<file path="src/rtl/ehgu_basic_pkg.sv">
// Shared ehgu datapath width and small arithmetic helpers used across ehgu blocks.
package ehgu_basic_pkg;

    localparam int DP_WIDTH = 8;
    localparam int DP_CNT_W = $clog2(DP_WIDTH) + 1;

    function automatic logic [DP_CNT_W-1:0] sum_of_ones(input logic [DP_WIDTH-1:0] vec);
        logic [DP_CNT_W-1:0] acc;
        acc = '0;
        for (int i = 0; i < DP_WIDTH; i++) begin
            acc = acc + DP_CNT_W'(vec[i]);
        end
        return acc;
    endfunction

    // Extra bit keeps value+1 from wrapping before it is compared to the modulus.
    function automatic logic [DP_WIDTH-1:0] increment_modulo_unsigned(
        input logic [DP_WIDTH-1:0] value,
        input logic [DP_WIDTH-1:0] modulus
    );
        logic [DP_WIDTH:0] nxt;
        nxt = {1'b0, value} + (DP_WIDTH+1)'(1);
        if (nxt >= {1'b0, modulus}) begin
            return '0;
        end
        return nxt[DP_WIDTH-1:0];
    endfunction

endpackage

</file>
<file path="src/rtl/ehgu_arb_pkg.sv">
// Types and widths shared by the ehgu round-robin arbiter and its picker.
package ehgu_arb_pkg;

    import ehgu_basic_pkg::*;

    typedef enum logic [1:0] {ARB_IDLE, ARB_BUSY, ARB_REL} arb_state_t;

    localparam int ARB_CNT_W = $clog2(DP_WIDTH) + 1;

endpackage

</file>
<file path="src/rtl/ehgu_rr_pick.sv">
// Combinational round-robin picker: first set request at or after ptr, wrapping modulo NUM_REQ.
module ehgu_rr_pick #(
    parameter int NUM_REQ = 8,
    localparam int ID_W = $clog2(NUM_REQ)
) (
    input  logic [NUM_REQ-1:0] req,
    input  logic [ID_W-1:0]    ptr,
    output logic               pick_valid,
    output logic [ID_W-1:0]    pick_id
);

    logic [2*NUM_REQ-1:0] doubled;
    logic [NUM_REQ-1:0]   rotated;
    logic [ID_W-1:0]      offset;
    logic [ID_W:0]        sum;

    // Doubling req makes the rotate a plain shift; a descending scan leaves the lowest set bit.
    always_comb begin
        doubled    = {req, req} >> ptr;
        rotated    = doubled[NUM_REQ-1:0];
        pick_valid = |rotated;
        offset     = '0;
        for (int i = NUM_REQ - 1; i >= 0; i--) begin
            if (rotated[i]) begin
                offset = ID_W'(i);
            end
        end
        sum = {1'b0, offset} + {1'b0, ptr};
        if (sum >= (ID_W+1)'(NUM_REQ)) begin
            sum = sum - (ID_W+1)'(NUM_REQ);
        end
        pick_id = sum[ID_W-1:0];
    end

endmodule

</file>
<file path="src/rtl/ehgu_rr_arbiter.sv">
// Round-robin arbiter for the shared ehgu datapath: one-hot held grants with done/drop/timeout release.
module ehgu_rr_arbiter
    import ehgu_basic_pkg::*;
    import ehgu_arb_pkg::*;
#(
    parameter int NUM_REQ  = 8,
    parameter int MAX_HOLD = 16,
    localparam int ID_W = $clog2(NUM_REQ)
) (
    input  logic                 clk,
    input  logic                 rst,
    input  logic [NUM_REQ-1:0]   req,
    input  logic                 done,
    output logic [NUM_REQ-1:0]   gnt,
    output logic                 gnt_valid,
    output logic [ID_W-1:0]      gnt_id,
    output logic [ARB_CNT_W-1:0] active_cnt,
    output logic                 timeout_pulse
);

    arb_state_t           state_q, state_d;
    logic [ID_W-1:0]      ptr_q, ptr_d;
    logic [DP_WIDTH-1:0]  hold_q, hold_d;
    logic [NUM_REQ-1:0]   gnt_q, gnt_d;
    logic [ID_W-1:0]      gnt_id_q, gnt_id_d;
    logic                 timeout_q, timeout_d;
    logic [ARB_CNT_W-1:0] active_cnt_q;
    logic                 pick_valid;
    logic [ID_W-1:0]      pick_id;
    logic [ID_W-1:0]      ptr_after_owner;

    ehgu_rr_pick #(
        .NUM_REQ(NUM_REQ)
    ) u_pick (
        .req       (req),
        .ptr       (ptr_q),
        .pick_valid(pick_valid),
        .pick_id   (pick_id)
    );

    assign ptr_after_owner = ID_W'(increment_modulo_unsigned(DP_WIDTH'(gnt_id_q), DP_WIDTH'(NUM_REQ)));

    // The pointer advances as the grant is released, so REL already arbitrates from the new position.
    always_comb begin
        state_d   = state_q;
        ptr_d     = ptr_q;
        hold_d    = hold_q;
        gnt_d     = '0;
        gnt_id_d  = '0;
        timeout_d = 1'b0;
        case (state_q)
            ARB_IDLE, ARB_REL: begin
                if (pick_valid) begin
                    state_d  = ARB_BUSY;
                    gnt_id_d = pick_id;
                    gnt_d    = NUM_REQ'(1) << pick_id;
                    hold_d   = '0;
                end else begin
                    state_d = ARB_IDLE;
                end
            end
            ARB_BUSY: begin
                if (done || !req[gnt_id_q]) begin
                    state_d = ARB_REL;
                    ptr_d   = ptr_after_owner;
                end else if (hold_q == DP_WIDTH'(MAX_HOLD - 1)) begin
                    state_d   = ARB_REL;
                    ptr_d     = ptr_after_owner;
                    timeout_d = 1'b1;
                end else begin
                    gnt_d    = gnt_q;
                    gnt_id_d = gnt_id_q;
                    hold_d   = hold_q + DP_WIDTH'(1);
                end
            end
            default: begin
                state_d = ARB_IDLE;
            end
        endcase
    end

    always_ff @(posedge clk) begin
        if (rst) begin
            state_q      <= ARB_IDLE;
            ptr_q        <= '0;
            hold_q       <= '0;
            gnt_q        <= '0;
            gnt_id_q     <= '0;
            timeout_q    <= 1'b0;
            active_cnt_q <= '0;
        end else begin
            state_q      <= state_d;
            ptr_q        <= ptr_d;
            hold_q       <= hold_d;
            gnt_q        <= gnt_d;
            gnt_id_q     <= gnt_id_d;
            timeout_q    <= timeout_d;
            active_cnt_q <= sum_of_ones(DP_WIDTH'(req));
        end
    end

    assign gnt           = gnt_q;
    assign gnt_valid     = (state_q == ARB_BUSY);
    assign gnt_id        = gnt_id_q;
    assign active_cnt    = active_cnt_q;
    assign timeout_pulse = timeout_q;

endmodule
</file>
<file path="config.mk">
export PLATFORM = sky130hd
export DESIGN_NAME = ehgu_rr_arbiter
export DESIGN_NICKNAME = d
export VERILOG_FILES = /design/src/rtl/ehgu_basic_pkg.sv /design/src/rtl/ehgu_arb_pkg.sv /design/src/rtl/ehgu_rr_pick.sv /design/src/rtl/ehgu_rr_arbiter.sv
export SDC_FILE = /design/constraint.sdc
export NUM_CORES = 1
export LEC_CHECK = 0
export BUFFER_PORTS_ARGS = -buffer_cell sky130_fd_sc_hd__buf_4
export CAP_MARGIN = 20
export CORE_ASPECT_RATIO = 1.75
export CORE_UTILIZATION = 58
export CTS_CLUSTER_DIAMETER = 60
export CTS_CLUSTER_SIZE = 24
export DETAILED_ROUTE_END_ITERATION = 6
export GPL_ROUTABILITY_DRIVEN = 0
export GPL_TIMING_DRIVEN = 0
export PLACE_DENSITY = 0.8
export SLEW_MARGIN = 10
export SYNTH_ARGS = -nofsm -noshare
export SYNTH_HDL_FRONTEND = slang
export SYNTH_SLANG_ARGS = --single-unit
</file>
<file path="constraint.sdc">
create_clock -name clk -period 4.28 [get_ports clk]
set_input_delay 0.428 -clock clk [delete_from_list [all_inputs] [get_ports clk]]
set_output_delay 0.428 -clock clk [all_outputs]
set_load 0.1 [all_outputs]
</file>
==> results.cfg <==
[critical_path]
cpMostUsedCell = o21ai_0
critPathMaxStageDelay_ns = 0.56
r2r_end = gnt[2]
cp.buffers_inverters = 3
crit_type = reg2reg
endpoint_kind = flip-flop
arrival_ns = 4.15
crit_fanout = 10
worstPathCellList = buf_6, buf_2, mux4_2, a211oi_1, nor3_1, o31a_1, o21ai_0, ha_1, inv_1, fa_1, or4_1, o21ai_0
r2r-start = ptr_q[1]
rrSetupSlack_ns = 0.34
start_kind = flip-flop
cp_slowest_cell = mux4_2
cp_top_family = compound AO/OA/AOI/OAI gates
reg2reg_depth = 12
worstPathRequired_ns = 4.48

[grt]
grt_pass1_vias = 1884
grt_start_max_net_pins = 11
antenna_found_initial = 0
grt_pass1_wl_mm = 8.25
gr-total-overflow = 0
grt.total_usage = 0.295

[logic_synthesis]
yosysTopAreaCell = dfxtp_1
mappedNetlistArea_sq_mm = 0.00211
synth.area.top_cells = dfxtp_1, mux4_2, mux2i_1
synthFlopType = dfxtp_1
synth_commonest_cells = dfxtp_1, nor2_1, nor3_1
yosys.cell_types.count = 42
syn_nets = 270
synth_edf_count = 0
yosysTopAreaCellShare = 0.275
synth-async-reset-ratio = 0
yosysWarnings = 0
avgSynthCellArea_sq_um = 8.52
synth-seq-cells = 29
synth.most_common_cell = dfxtp_1
synth_cells = 248
yosysSeqAreaShare = 0.275

[timing]
rsz0062_at_grt = no
fin_tns_setup_ns = 0
drv_slew = 0
finClkSkew_ns = 0.00485
worst_slew_pin_slew_ns = 0.545
hold_viol = 0
final.period_utilization = 0.921
setup_viol = 0
clock.fmax_mhz = 254
layout_min_cycle_time_ns = 3.94
timing.slew.headroom = 0.637
setup_slack_ns = 0.337

[flow_run]
max_cap_violations = 0

[power]
pwr-share-clk = 0.214
power.switching_uw = 508
p_total_mw = 1.13
leakagePower_nw = 0.968
p_int_uw = 620
pwr-share-comb = 0.496
vdd_drop_max_v = 0.000432
powerDensity_mw_per_mm2 = 458
switching_share = 0.450
power_frac_seq = 0.290

[final_layout]
fin_nets = 303
syn_to_final_growth_pct = 16.7
n_antenna_cell = 0
layout-drive-gt1-share = 0.216
fin_cells = 327

[hold_path]
whs_endpoint = timeout_pulse
worstHoldStart = done
whs_path_depth = 4
hp-class = in2reg

[cts]
postCtsSetupBuffers = 0
cts.sinks = 29
clk_latency_ns = 0.28
clkTransAtPathRegs_ns = 0.06
cts_root_buf = clkbuf_8
htree_num_levels = 2
cts_resized = 0
cts_tree = yes
cts_hold_buf = 0
clk_path_buf_depth = 2
tritoncts.num_buffers = 5

[drt]
drc = 0
firstDrtPassIters = 4
vias_per_cell = 6.11
post_drt_wl_per_cell_um = 15.7
dr.first_iter.drc_count = 102
routed_wl_mm = 5.12
ant_nets = 0
vias = 1998

[die]
die_x_um = 47.6
core_area_sq_mm = 0.00343
start_util = 0.615
dieHeight_um = 81.8
rows = 28
pin_count = 28
dieArea_sq_mm = 0.00390

[placed_design]
pre_cts_ws_ns = 0.403
dp.cells = 319
dp_hpwl_mm = 3.84
port_buffers = 26

[outcome]
outcome = finished, final reports clean
[metal layers]
metal / track usage / routed length (um)
met5: 0 / 0
met4: 0.150 / 155
met3: 0.0571 / 207
met2: 0.532 / 2800
met1: 0.303 / 1960
[per-stage QoR]
stage          utilization  cell area (sq um)  hold slack (ns)
3_5_place_dp         0.688               2360            0.454
4_1_cts              0.718               2460            0.423
2_1_floorplan            -               2110            0.444
3_3_place_gp         0.688               2360            0.446
5_1_grt              0.718               2460            0.465
6_report             0.718               2460            0.437
[worst reg2reg max path, cell delays in order, from the launching register on]
cell and delay (ns):
dfxtp_1 0.46, buf_6 0.19, buf_2 0.28, mux4_2 0.56, a211oi_1 0.21, nor3_1 0.09
o31a_1 0.31, o21ai_0 0.26, ha_1 0.21, inv_1 0.05, fa_1 0.56, or4_1 0.55
o21ai_0 0.15
[cell families after synthesis]
logic type / after synthesis / share of synthesized area
multiplexers: 19 / 0.127
adder cells (fa/ha/maj): 11 / 0.0829
AO/OA/AOI/OAI: 36 / 0.118
buffers and inverters: 35 / 0.0705
flip-flops: 29 / 0.275
XOR/XNOR: 9 / 0.0409
AND/OR/NAND/NOR: 109 / 0.286
[flip-flops by register name (all words and copies together) (netlist names)]
signal and cells:
hold_q 8, gnt_id 3, ptr_q 3, gnt 8
state_q 2, active_cnt 4, timeout_pulse 1
[how the worst max path moves through the flow]
stage | startpoint | to | cells past startpoint
after floorplan | ptr_q[1] | gnt[2] | 12
final | ptr_q[1] | gnt[2] | 12
after CTS | ptr_q[1] | gnt[2] | 12
after detailed placement | ptr_q[1] | gnt[2] | 12
after global routing | ptr_q[1] | gnt[2] | 12
after global placement | ptr_q[1] | gnt[2] | 12
[power groups by stage]
stage | logic, mW | registers (mW) | clock network, mW
3_3_place_gp | 0.546 | 0.331 | 0
6_report | 0.559 | 0.327 | 0.242
2_1_floorplan | 0.266 | 0.505 | 0
3_5_place_dp | 0.554 | 0.332 | 0
4_1_cts | 0.557 | 0.326 | 0.249
5_1_grt | 0.598 | 0.330 | 0.263
[placed cells by master (no fill, tap or decap), drive strengths merged, types with 3 or more instances in the layout]
cell type,count
o21ai,8
nand4,5
dfxtp,29
nor3b,9
mux2i,11
nor3,24
nor2b,5
inv,15
xor2,7
buf,35
and3,3
mux4,6
nor2,27
or4,3
nand2,13
a21oi,9
a22o,3
nand2b,5
fa,5
nor4,9
clkbuf,18
a211oi,4
nand3,3
ha,6
[layout make-up]
cell class | count | area, sq um
repair buffers | 26 | 195
well taps | 45 | 56.3
flip-flops and latches | 29 | 581
clock inverters | 1 | 5.00
inverters | 15 | 56.3
plain buffers | 20 | 92.6
fillers | 285 | 968
multi-input cells | 184 | 1380
clock buffers | 7 | 96.3
(Power assumes the default switching activity.)
